<file path="config.mk">
export PLATFORM = sky130hd
export DESIGN_NAME = serial2_adder_ctrl
export DESIGN_NICKNAME = d
export VERILOG_FILES = /design/src/rtl/serial2_adder_ctrl_pkg.sv /design/src/rtl/serial2_adder_ctrl_add2_slice.sv /design/src/rtl/serial2_adder_ctrl.sv
export SDC_FILE = /design/constraint.sdc
export NUM_CORES = 1
export LEC_CHECK = 0
export BUFFER_PORTS_ARGS = -buffer_cell sky130_fd_sc_hd__buf_4
export CELL_PAD_IN_SITES_DETAIL_PLACEMENT = 1
export CELL_PAD_IN_SITES_GLOBAL_PLACEMENT = 2
export CORE_ASPECT_RATIO = 0.9
export CORE_MARGIN = 8
export CORE_UTILIZATION = 35
export CTS_CLUSTER_DIAMETER = 40
export DETAILED_ROUTE_END_ITERATION = 6
export PLACE_DENSITY = 0.78
export SLEW_MARGIN = 10
export SYNTH_ARGS = -nofsm -noshare
export SYNTH_HDL_FRONTEND = slang
export SYNTH_HIERARCHICAL = 1
export SYNTH_SLANG_ARGS = --single-unit
export TNS_END_PERCENT = 5
</file>
<file path="constraint.sdc">
create_clock -name clk -period 2.2 [get_ports clk]
set_clock_uncertainty 0.05 [all_clocks]
set_input_delay 0.11 -clock clk [delete_from_list [all_inputs] [get_ports clk]]
set_output_delay 0.11 -clock clk [all_outputs]
set_load 0.01 [all_outputs]
</file>
<file path="src/rtl/serial2_adder_ctrl_pkg.sv">
// Shared definitions for the digit-serial adder front end: FSM encodings,
// digit size and the digit-counter width helper.
package serial2_adder_ctrl_pkg;

    localparam int DIGIT_BITS = 32'sd2;

    localparam logic [1:0] ST_IDLE = 2'd0;
    localparam logic [1:0] ST_RUN  = 2'd1;
    localparam logic [1:0] ST_DONE = 2'd2;

    // Counter must hold 0..n-1 and never collapse to zero bits when n==1.
    function automatic int cnt_width(input int n);
        if (n > 32'sd1) begin
            return $clog2(n);
        end else begin
            return 32'sd1;
        end
    endfunction

endpackage

</file>
<file path="src/rtl/serial2_adder_ctrl_add2_slice.sv">
// Combinational 2-bit ripple-carry adder slice; one digit of the
// digit-serial datapath.
module add2_slice
    import serial2_adder_ctrl_pkg::*;
(
    input  logic [DIGIT_BITS-1:0] x,
    input  logic [DIGIT_BITS-1:0] y,
    input  logic                  ci,
    output logic [DIGIT_BITS-1:0] s,
    output logic                  co
);

    logic c0_s;

    assign s[0] = x[0] ^ y[0] ^ ci;
    assign c0_s = (x[0] & y[0]) | (ci & (x[0] ^ y[0]));
    assign s[1] = x[1] ^ y[1] ^ c0_s;
    assign co   = (x[1] & y[1]) | (c0_s & (x[1] ^ y[1]));

endmodule

</file>
<file path="src/rtl/serial2_adder_ctrl.sv">
// Digit-serial adder front end: feeds two operand bits per clock through
// add2_slice, carries between digits and shifts sum digits in from the MSB.
module serial2_adder_ctrl
    import serial2_adder_ctrl_pkg::*;
#(
    parameter int WIDTH = 8
) (
    input  logic             clk,
    input  logic             rst_n,
    input  logic             start,
    input  logic [WIDTH-1:0] a,
    input  logic [WIDTH-1:0] b,
    input  logic             cin,
    output logic             busy,
    output logic             done,
    output logic [WIDTH-1:0] sum,
    output logic             cout
);

    localparam int N  = WIDTH / DIGIT_BITS;
    localparam int CW = cnt_width(N);
    localparam logic [CW-1:0] LAST_CNT = CW'(N - 32'sd1);
    localparam logic [CW-1:0] CNT_ONE  = CW'(32'sd1);

    logic [1:0]            state_r;
    logic [1:0]            state_nxt_s;
    logic [WIDTH-1:0]      ra_r;
    logic [WIDTH-1:0]      rb_r;
    logic                  carry_r;
    logic [CW-1:0]         count_r;
    logic [DIGIT_BITS-1:0] slice_sum_s;
    logic                  slice_co_s;
    logic [WIDTH-1:0]      sum_next_s;
    logic                  last_s;

    add2_slice u_slice (
        .x  (ra_r[DIGIT_BITS-1:0]),
        .y  (rb_r[DIGIT_BITS-1:0]),
        .ci (carry_r),
        .s  (slice_sum_s),
        .co (slice_co_s)
    );

    // New digit enters at the MSB end so the result is LSB-aligned after N shifts.
    generate
        if (WIDTH == DIGIT_BITS) begin : g_one_digit
            assign sum_next_s = slice_sum_s;
        end else begin : g_multi_digit
            assign sum_next_s = {slice_sum_s, sum[WIDTH-1:DIGIT_BITS]};
        end
    endgenerate

    assign last_s = (count_r == LAST_CNT);

    // Next-state decode for the IDLE -> RUN -> DONE sequencer.
    always_comb begin
        state_nxt_s = ST_IDLE;
        case (state_r)
            ST_IDLE: begin
                if (start) begin
                    state_nxt_s = ST_RUN;
                end else begin
                    state_nxt_s = ST_IDLE;
                end
            end
            ST_RUN: begin
                if (last_s) begin
                    state_nxt_s = ST_DONE;
                end else begin
                    state_nxt_s = ST_RUN;
                end
            end
            ST_DONE: state_nxt_s = ST_IDLE;
            default: state_nxt_s = ST_IDLE;
        endcase
    end

    // State, status flags, operand shifters, carry, counter and result registers.
    always_ff @(posedge clk or negedge rst_n) begin
        if (!rst_n) begin
            state_r <= ST_IDLE;
            busy    <= 1'b0;
            done    <= 1'b0;
            ra_r    <= '0;
            rb_r    <= '0;
            carry_r <= 1'b0;
            count_r <= '0;
            sum     <= '0;
            cout    <= 1'b0;
        end else begin
            state_r <= state_nxt_s;
            busy    <= (state_nxt_s == ST_RUN);
            done    <= (state_nxt_s == ST_DONE);
            case (state_r)
                ST_IDLE: begin
                    if (start) begin
                        ra_r    <= a;
                        rb_r    <= b;
                        carry_r <= cin;
                        count_r <= '0;
                    end
                end
                ST_RUN: begin
                    carry_r <= slice_co_s;
                    sum     <= sum_next_s;
                    ra_r    <= ra_r >> DIGIT_BITS;
                    rb_r    <= rb_r >> DIGIT_BITS;
                    if (last_s) begin
                        cout <= slice_co_s;
                    end else begin
                        count_r <= count_r + CNT_ONE;
                    end
                end
                default: begin
                end
            endcase
        end
    end

endmodule

</file>
==> results of run 1 <==
[synth_stat cells, drive strengths merged (2+ instances only)]
cell	count	share of area (%)
dfrtp	32	51
fa	2	2.6
a22o	2	1.1
nor4b	8	4.5
nor3b	10	4.8
nor4bb	2	1.3
nand2b	4	1.6
a211o	3	1.7
a211oi	7	3.4
inv	16	3.8
buf	9	3.6
or4b	6	3.8
a21oi	2	0.64
mux2	9	6.5
o221a	6	4.3
and3b	2	1.1
[cell families after synthesis]
family          synth area share, %
simple gates                  18.31
compound gates                13.03
fa+ha+maj                     3.357
buf+inv                       7.674
mux                           6.475
flops                         51.16
[worst max-delay path: cells and delay by family (launching register included)]
family                     cells  cell delay [ps]
DFF                            1              340
adders and majority gates      2              920
muxes                          1              250
buffers and inverters          2              100
[layout make-up]
| type | instances | area (µm²) | area share [%] |
|---|---|---|---|
| clock buffer | 6 | 72.57 | 3.687 |
| clock inverter | 2 | 35.03 | 1.780 |
| inverter | 16 | 60.06 | 3.051 |
| multi-input combinational | 70 | 644.4 | 32.74 |
| sequential | 32 | 800.8 | 40.69 |
| tap | 62 | 77.57 | 3.942 |
| timing repair buffer | 36 | 277.8 | 14.11 |
[routing by layer]
metal,up-vias,part of all wire [%],GRT usage (%)
li1,533,-,-
met1,579,45,13.00
met2,25,48,17.16
met3,2,6.1,3.909
met4,0,0.67,3.093
met5,-,0,0
[path summary, 6_finish.rpt]
| check | from | endpoint | slack (ps) | cells after the start |
|---|---|---|---|---|
| setup / recovery | rb_r[0] | sum[7] | 420 | 5 |
| hold / removal | a[5] | ra_r[5] | 130 | 3 |
| setup reg to reg | rb_r[0] | sum[7] | 420 | 5 |
| hold reg to reg | rb_r[6] | rb_r[6] | 460 | 1 |
| max in group asynchronous | rst_n | count_r[1] | 1540 | 2 |
| min in group asynchronous | rst_n | sum[7] | 250 | 2 |
[per-stage QoR]
step,total power [mW],std cells
3_5_place_dp,2.313,213
5_1_grt,3.049,224
3_3_place_gp,2.242,213
6_report,2.822,224
2_1_floorplan,1.915,128
4_1_cts,2.881,224
[power by group through the flow]
stage	Combinational, mW	Sequential, mW	Clock, mW
after floorplan	0.849	1.07	0
after global placement	1.18	1.07	0
after detailed placement	1.23	1.09	0
after CTS	1.23	1.08	0.572
after global routing	1.34	1.12	0.590
final	1.19	1.07	0.558
[sequential cells by signal, indices dropped and copies added (netlist names)]
signal	flops
cout	1
ra_r	8
count_r	2
rb_r	8
state_r	2
busy	1
done	1
carry_r	1
sum	8
[what timing repair did]
item | in CTS | in global routing
setup buffers | 0 | 0
hold buffers | 3 | 0
endpoints found under the hold margin | 34 | 0
==> flow_summary.yaml, run 1 <==
status:
  status: "complete, no violations"
floorplan:
  rows: 23
  fp.dieW_um: 86.49
  core_area_um2: 4374
  initial_utilization_pct: 35.78
  die_y_um: 79.44
  die_area_um2: 6871
  io_pins: 31
finish:
  nets: 184
  area_delta_synth_final_pct: 25.74
  nFillCells: 480
  drive_above_1_share_pct: 35.19
  antenna_cells: 0
  final_cell_mix: "buf_4 (33), dfrtp_1 (32), inv_1 (16), nor3b_1 (10), mux2_2 (9)"
  fin_util_pct: 44.99
  final_common_cell: "buf_4"
  design_area_um2: 1968
clock_tree:
  cts_max_path_buffers: 2
  worstSkewPairLatency_ps: 280
  post_cts_resized: 0
  clk_pin_slew_ps: 70
  cts_max_level: 2
  clock-sinks: 32
  cts_buffers: 5
  cts_root_buf: "clkbuf_8"
  cts_tree: "built"
route:
  drt_first_pass_iters: 4
  drtIter0Drc: 46
  ant_nets: 0
  drt-vias-per-instance: 5.085
  drc: 0
  via_count: 1139
  wl_mm: 3.455
  wire_per_inst_um: 15.42
placement:
  port_buffers: 30
  pre_cts_ws_ps: 419.3
  placed_cell_area_um2: 1831
  hpwlAfterDp_mm: 2.464
  gp_congestion: 0.7140
global_routing:
  grt_pass1_wl_mm: 5.920
  grtUsageTotal_pct: 10.65
  antenna_found_initial: 0
  grt_max_degree: 33
  grt_pass1_vias: 1266
  grt.overflow.total: 0
pwr:
  power.leakage_nw: 0.9181
  power.density_nw_per_um2: 1434
  p_int_mw: 1.855
  p_comb_share_pct: 42.3
  power_frac_clock_pct: 19.8
  swShare_pct: 34.27
  seqPwrFrac_pct: 37.9
  peakVddDrop_uv: 651.9
  switchingPower_mw: 0.9674
timing:
  whs_ps: 126.1
  rsz0062_at_grt: "false"
  setup_viol: 0
  post-route-min-period_ps: 1777
  maxSlewHeadroom_pct: 63.20
  fin_crit_sh_pct: 80.75
  fmax_mhz: 562.9
  hold_viol: 0
  tightest_slew_ps: 552.0
  fin_ws_ps: 423.4
  fin_tns_setup_ps: 0
  slew_violations: 0
yosys:
  synthDistinctLibCells: 26
  yosysSeqAreaShare_pct: 51.16
  synthArstFlopShare_pct: 100.0
  synthFlopType: "dfrtp_1"
  avgSynthCellArea_um2: 12.23
  syn_inst: 128
  synthesis.area_um2: 1565
  ys_seq_elements: 32
  synth_edf_count: 0
  synth_fp_nets: 151
  ys_warn_count: 6
setup_path:
  path_class: "reg -> reg"
  worstSetupStartpointType: "flip-flop"
  cp_cell_sequence: "inv_1, fa_1, fa_1, inv_1, mux2_2"
  cp-end-kind: "flip-flop"
  crit_path_max_fanout: 2
  slowest_stage: "fa_1"
  cp.arrival_ps: 1900
  required_ps: 2320
  slowest_delay_ps: 490
hold_path:
  hp-class: "in -> reg"
flow_run:
  cap_violations: 0
(Power assumes the default switching activity.)
==> run 2: changes to the inputs <==
clock period = 1.8 ns   (was 2.2 ns; I/O delays follow)
==> run 2 against run 1 <==
  * Global-route usage up 0.53 points
  * Worst setup slack worse by 350 ps
  * Die area unchanged
  * Clock-buffer cell count up 2
  * Sequential cell count unchanged
  * First-iteration DRC count down 6.5%
  * Fmax up 3.0%
  * Via count down 1.8%
  * Sequential power up 25%
  * Sequential share of layout area up 0.16 points
  * Combinational power up 24%
  * Worst hold slack worse by 9.3 ps
==> flow_summary.yaml, run 2 (same netlist as run 1, synthesis figures left out) <==
status:
  status: "complete, no violations"
timing:
  maxSlewHeadroom_pct: 63.03
  setup_viol: 0
  hold_viol: 0
  fin_crit_sh_pct: 95.79
  post-route-min-period_ps: 1724
  slew_violations: 0
  tightest_slew_ps: 554.5
  fin_ws_ps: 75.76
  fin_tns_setup_ps: 0
  rsz0062_at_grt: "false"
  fmax_mhz: 580.0
pwr:
  power.density_nw_per_um2: 1718
  peakVddDrop_uv: 604.1
  power.leakage_nw: 0.9126
clock_tree:
  clock-sinks: 32
  cts_tree: "built"
  cts_max_path_buffers: 2
  post_cts_buffers: 0
  cts_buffers: 5
  cts_max_level: 2
  cts_root_buf: "clkbuf_8"
  clk_pin_slew_ps: 60
  worstSkewPairLatency_ps: 280
setup_path:
  path_class: "reg -> reg"
  cp_common_cell: "inv_1"
  worstSetupStartpointType: "flip-flop"
  slowest_stage: "fa_1"
  critical-path-top-delay-family: "adder cells"
  cp-end-kind: "flip-flop"
  crit_path_max_fanout: 2
  crit_buf_inv: 2
  required_ps: 1910
  cp.arrival_ps: 1840
  cp_cell_sequence: "inv_1, fa_2, fa_1, inv_1, mux2_2"
  slowest_delay_ps: 480
finish:
  final_common_cell: "buf_4"
  final_cell_mix: "buf_4 (34), dfrtp_1 (32), inv_1 (16), nor3b_1 (10), mux2_2 (9)"
  nets: 185
  nFillCells: 468
  area_delta_synth_final_pct: 25.26
  largestRegisters: "ra_r x8, rb_r x8, sum x8"
  drive_above_1_share_pct: 35.58
  antenna_cells: 0
global_routing:
  grt_max_degree: 33
  grtUsageTotal_pct: 11.18
  antenna_found_initial: 0
  grt.overflow.total: 0
  grt_pass1_vias: 1258
  grt_pass1_wl_mm: 6.037
floorplan:
  die_area_um2: 6871
  fp.dieW_um: 86.49
  rows: 23
  io_pins: 31
  core_area_um2: 4374
  die_y_um: 79.44
  initial_utilization_pct: 35.78
placement:
  hpwlAfterDp_mm: 2.506
  pre_cts_ws_ps: 21.33
  port_buffers: 30
  gp_congestion: 0.7442
route:
  via_count: 1118
  drc: 0
  wire_per_inst_um: 15.82
  wl_mm: 3.559
  ant_nets: 0
  drtIter0Drc: 43
  drt_first_pass_iters: 4
  drt-vias-per-instance: 4.969
hold_path:
  hp-class: "in -> reg"
flow_run:
  cap_violations: 0
## run 2: cell count changes in the layout (fill, tap and decap cells not counted)
cell       before  now
buf_4          33   34
bufinv_16       1    0
clkbuf_1        1    2
clkbuf_8        5    6
clkinv_2        1    0
fa_1            2    1
fa_2            0    1
## run 2: repair_timing
item	4_1_cts	5_1_grt
resized for setup	0	1
hold buffers	3	0
endpoints found under the setup margin	0	1
endpoints found under the hold margin	34	0
## run 2: final timing paths
kind / from / end / slack, ps / depth (start not counted)
setup / recovery: rb_r[0] / sum[7] / 80 / 5
max in group asynchronous: rst_n / ra_r[2] / 1160 / 2
setup reg to reg: rb_r[0] / sum[7] / 80 / 5
min in group asynchronous: rst_n / sum[1] / 240 / 2
hold reg to reg: sum[1] / sum[1] / 470 / 1
hold / removal: a[1] / ra_r[1] / 120 / 3
## run 2: metrics by stage
step | util [%] | instance area [µm²] | total power [mW] | hold WS, ps | instances
after global placement | 42.02 | 1838 | 2.748 | 3.549 | 214
after detailed placement | 42.02 | 1838 | 2.828 | 9.007 | 214
after CTS | 44.77 | 1958 | 3.412 | 106.5 | 225
after global routing | 44.82 | 1961 | 3.659 | 128.6 | 225
final | 44.82 | 1961 | 3.368 | 116.8 | 225
after floorplan | - | 1565 | 2.341 | -255.6 | 128
## run 2: worst min-delay path: stages
cell and delay (ps):
buf_4 80, or4b_1 90, o221a_2 150
## run 2: layout make-up
cell class	instances	area [µm²]	area share (%)
Clock buffer	8	90.09	4.595
Inverter	16	60.06	3.063
Multi-Input combinational cell	70	646.9	32.99
Sequential cell	32	800.8	40.84
Tap cell	62	77.57	3.957
Timing Repair Buffer	37	285.3	14.55
## run 2: layer usage
metal,up-vias,share of wire (%),GRT usage (%)
li1,535,-,-
met1,554,43,13.04
met2,24,49,18.00
met3,5,7.1,4.527
met4,0,0.90,4.296
met5,-,0,0
## run 2: report_power, final
group | internal [mW] | total, mW | switching (mW) | leakage (nW)
Clock | 0.311 | 0.557 | 0.246 | 0.0455
Combinational | 0.804 | 1.47 | 0.670 | 0.485
Sequential | 1.07 | 1.34 | 0.270 | 0.382
==> run 3: changes to the inputs <==
BUFFER_PORTS_ARGS = not set   (was -buffer_cell sky130_fd_sc_hd__buf_4)
CORE_UTILIZATION = 40   (was 35)
DONT_BUFFER_PORTS = 1   (was not set)
PLACE_DENSITY = 0.77   (was 0.78)
RECOVER_POWER = 100   (was not set)
==> run 3 against run 2 <==
  * First-iteration DRC count is 40% higher
  * Non-clock buffer count decreased by 26
  * Core utilization increased by 1.8 points
  * Clock power up 2%
  * Combinational power down 16%
  * Sequential power grew 5%
  * Fmax is 1.2% lower
  * Die area decreased by 10%
  * Sequential cell count is the same
  * Largest cell class unchanged
  * Largest power group is now sequential cells
==> flow_summary.yaml, run 3 (same netlist as run 1, synthesis figures left out) <==
status:
  status: "complete, no violations"
clock_tree:
  cts_max_path_buffers: 2
  clk_pin_slew_ps: 70
  cts_max_level: 2
  cts_tree: "built"
  cts_buffers: 5
  worstSkewPairLatency_ps: 280
  cts_root_buf: "clkbuf_8"
  clock-sinks: 32
setup_path:
  required_ps: 1920
  rrSetupSlack_ps: 60
  rr_endpoint: "sum[7]"
  worstSetupStartpointType: "flip-flop"
  critical-path-top-delay-family: "adder cells"
  crit_path_max_fanout: 2
  cp_cell_sequence: "inv_1, fa_2, fa_1, inv_1, mux2_2"
  r2r_cells: 5
  cp_common_cell: "inv_1"
  reg2reg_from: "rb_r[0]"
  cp.arrival_ps: 1860
  cp-end-kind: "flip-flop"
  crit_buf_inv: 2
  slowest_delay_ps: 490
  path_class: "reg -> reg"
  slowest_stage: "fa_1"
floorplan:
  io_pins: 31
  initial_utilization_pct: 41.95
  die_area_um2: 6174
  core_area_um2: 3731
  fp.dieW_um: 81.94
  rows: 21
  die_y_um: 75.35
pwr:
  swShare_pct: 37.12
  power_frac_clock_pct: 17.7
  switchingPower_mw: 1.190
  p_comb_share_pct: 38.4
  seqPwrFrac_pct: 43.9
  p_int_mw: 2.016
  total_power_mw: 3.207
  power.density_nw_per_um2: 1844
  peakVddDrop_uv: 613.5
  power.leakage_nw: 0.7792
hold_path:
  hold_depth: 2
  hp-class: "in -> reg"
  min_to: "ra_r[5]"
  hp-start: "a[5]"
timing:
  setup_viol: 0
  hold_viol: 0
  maxSlewHeadroom_pct: 46.94
  slew_violations: 0
  post-route-min-period_ps: 1745
  fin_ws_ps: 55.07
  tightest_slew_ps: 796.0
  rsz0062_at_grt: "false"
  fin_crit_sh_pct: 96.94
  fmax_mhz: 573.1
global_routing:
  grt_pass1_wl_mm: 5.906
  grtUsageTotal_pct: 12.87
  antenna_found_initial: 0
  grt.overflow.total: 0
  grt_max_degree: 33
  grt_pass1_vias: 1156
route:
  ant_nets: 0
  wl_mm: 3.638
  drt-vias-per-instance: 5.836
  drc: 0
  wire_per_inst_um: 19.88
  via_count: 1068
  drtIter0Drc: 60
  drt_first_pass_iters: 4
finish:
  nets: 159
  final_common_cell: "dfrtp_1"
  antenna_cells: 0
  final_cell_mix: "dfrtp_1 (32), inv_1 (16), nor3b_1 (10), mux2_2 (9), nor4b_1 (8)"
  final_cells: 183
  largestRegisters: "ra_r x8, rb_r x8, sum x8"
  nFillCells: 406
  drive_above_1_share_pct: 21.17
  area_delta_synth_final_pct: 11.11
placement:
  pre_cts_ws_ps: -14.67
  hpwlAfterDp_mm: 2.633
  port_buffers: 0
  gp_congestion: 0.7160
  dpl.cell_count: 169
flow_run:
  cap_violations: 0
## run 3: changes by cell type in the layout (fill, tap and decap cells not counted), sizes merged
cell,delta
buf,-31
clkbuf,+3
clkinvlp,+1
dlygate4sd3,+1
## run 3: worst max path at each step
stage / from / cells after the start / end
final: rb_r[0] / 5 / sum[7]
after detailed placement: rb_r[0] / 5 / sum[7]
after global placement: rb_r[0] / 5 / sum[7]
after global routing: rb_r[0] / 5 / sum[7]
after floorplan: rb_r[0] / 5 / sum[7]
after CTS: rb_r[0] / 5 / sum[7]
## run 3: timing repair
item                                    in CTS  in global routing
endpoints found under the setup margin       1                  0
setup buffers                                1                  0
hold endpoints to repair                    36                  0
hold buffers                                 5                  0
resized for setup                            1                  0
## run 3: layout make-up
cell class | instances | area [µm²] | area share (%)
flip-flops and latches | 32 | 800.8 | 46.04
multi-input cells | 70 | 646.9 | 37.19
repair buffers | 11 | 80.08 | 4.604
well taps | 46 | 57.56 | 3.309
clock inverters | 1 | 7.507 | 0.4317
inverters | 16 | 60.06 | 3.453
clock buffers | 7 | 86.33 | 4.964
## run 3: power groups by stage
stage | combinational, mW | sequential, mW | clock, mW
after detailed placement | 1.23 | 1.43 | 0
after global placement | 1.15 | 1.40 | 0
after global routing | 1.39 | 1.46 | 0.626
after CTS | 1.29 | 1.42 | 0.589
final | 1.23 | 1.41 | 0.569
after floorplan | 1.04 | 1.30 | 0
## run 3: through the flow
| stage | utilization [%] | setup TNS, ps | hold slack, ps | area [µm²] |
|---|---|---|---|---|
| 2_1_floorplan | - | 0 | -255.6 | 1565 |
| 3_3_place_gp | 42.89 | 0 | -254.5 | 1600 |
| 3_5_place_dp | 42.89 | -14.67 | -254.4 | 1600 |
| 4_1_cts | 47.28 | 0 | 18.13 | 1764 |
| 5_1_grt | 46.61 | 0 | 14.82 | 1739 |
| 6_report | 46.61 | 0 | 23.38 | 1739 |
## run 3: worst register-to-register path: stages, from the launching register on
cell and delay [ps]:
dfrtp_1 350, inv_1 70, fa_2 380, fa_1 490
inv_1 40, mux2_2 260
## run 3: metal layers
layer / wire length [µm] / share of wire [%] / up-vias / global-route usage [%]
li1: - / - / 488 / -
met1: 1501 / 41 / 547 / 15.19
met2: 1806 / 50 / 26 / 20.40
met3: 286 / 7.9 / 7 / 5.542
met4: 42 / 1.2 / 0 / 4.669
met5: 0 / 0 / - / 0
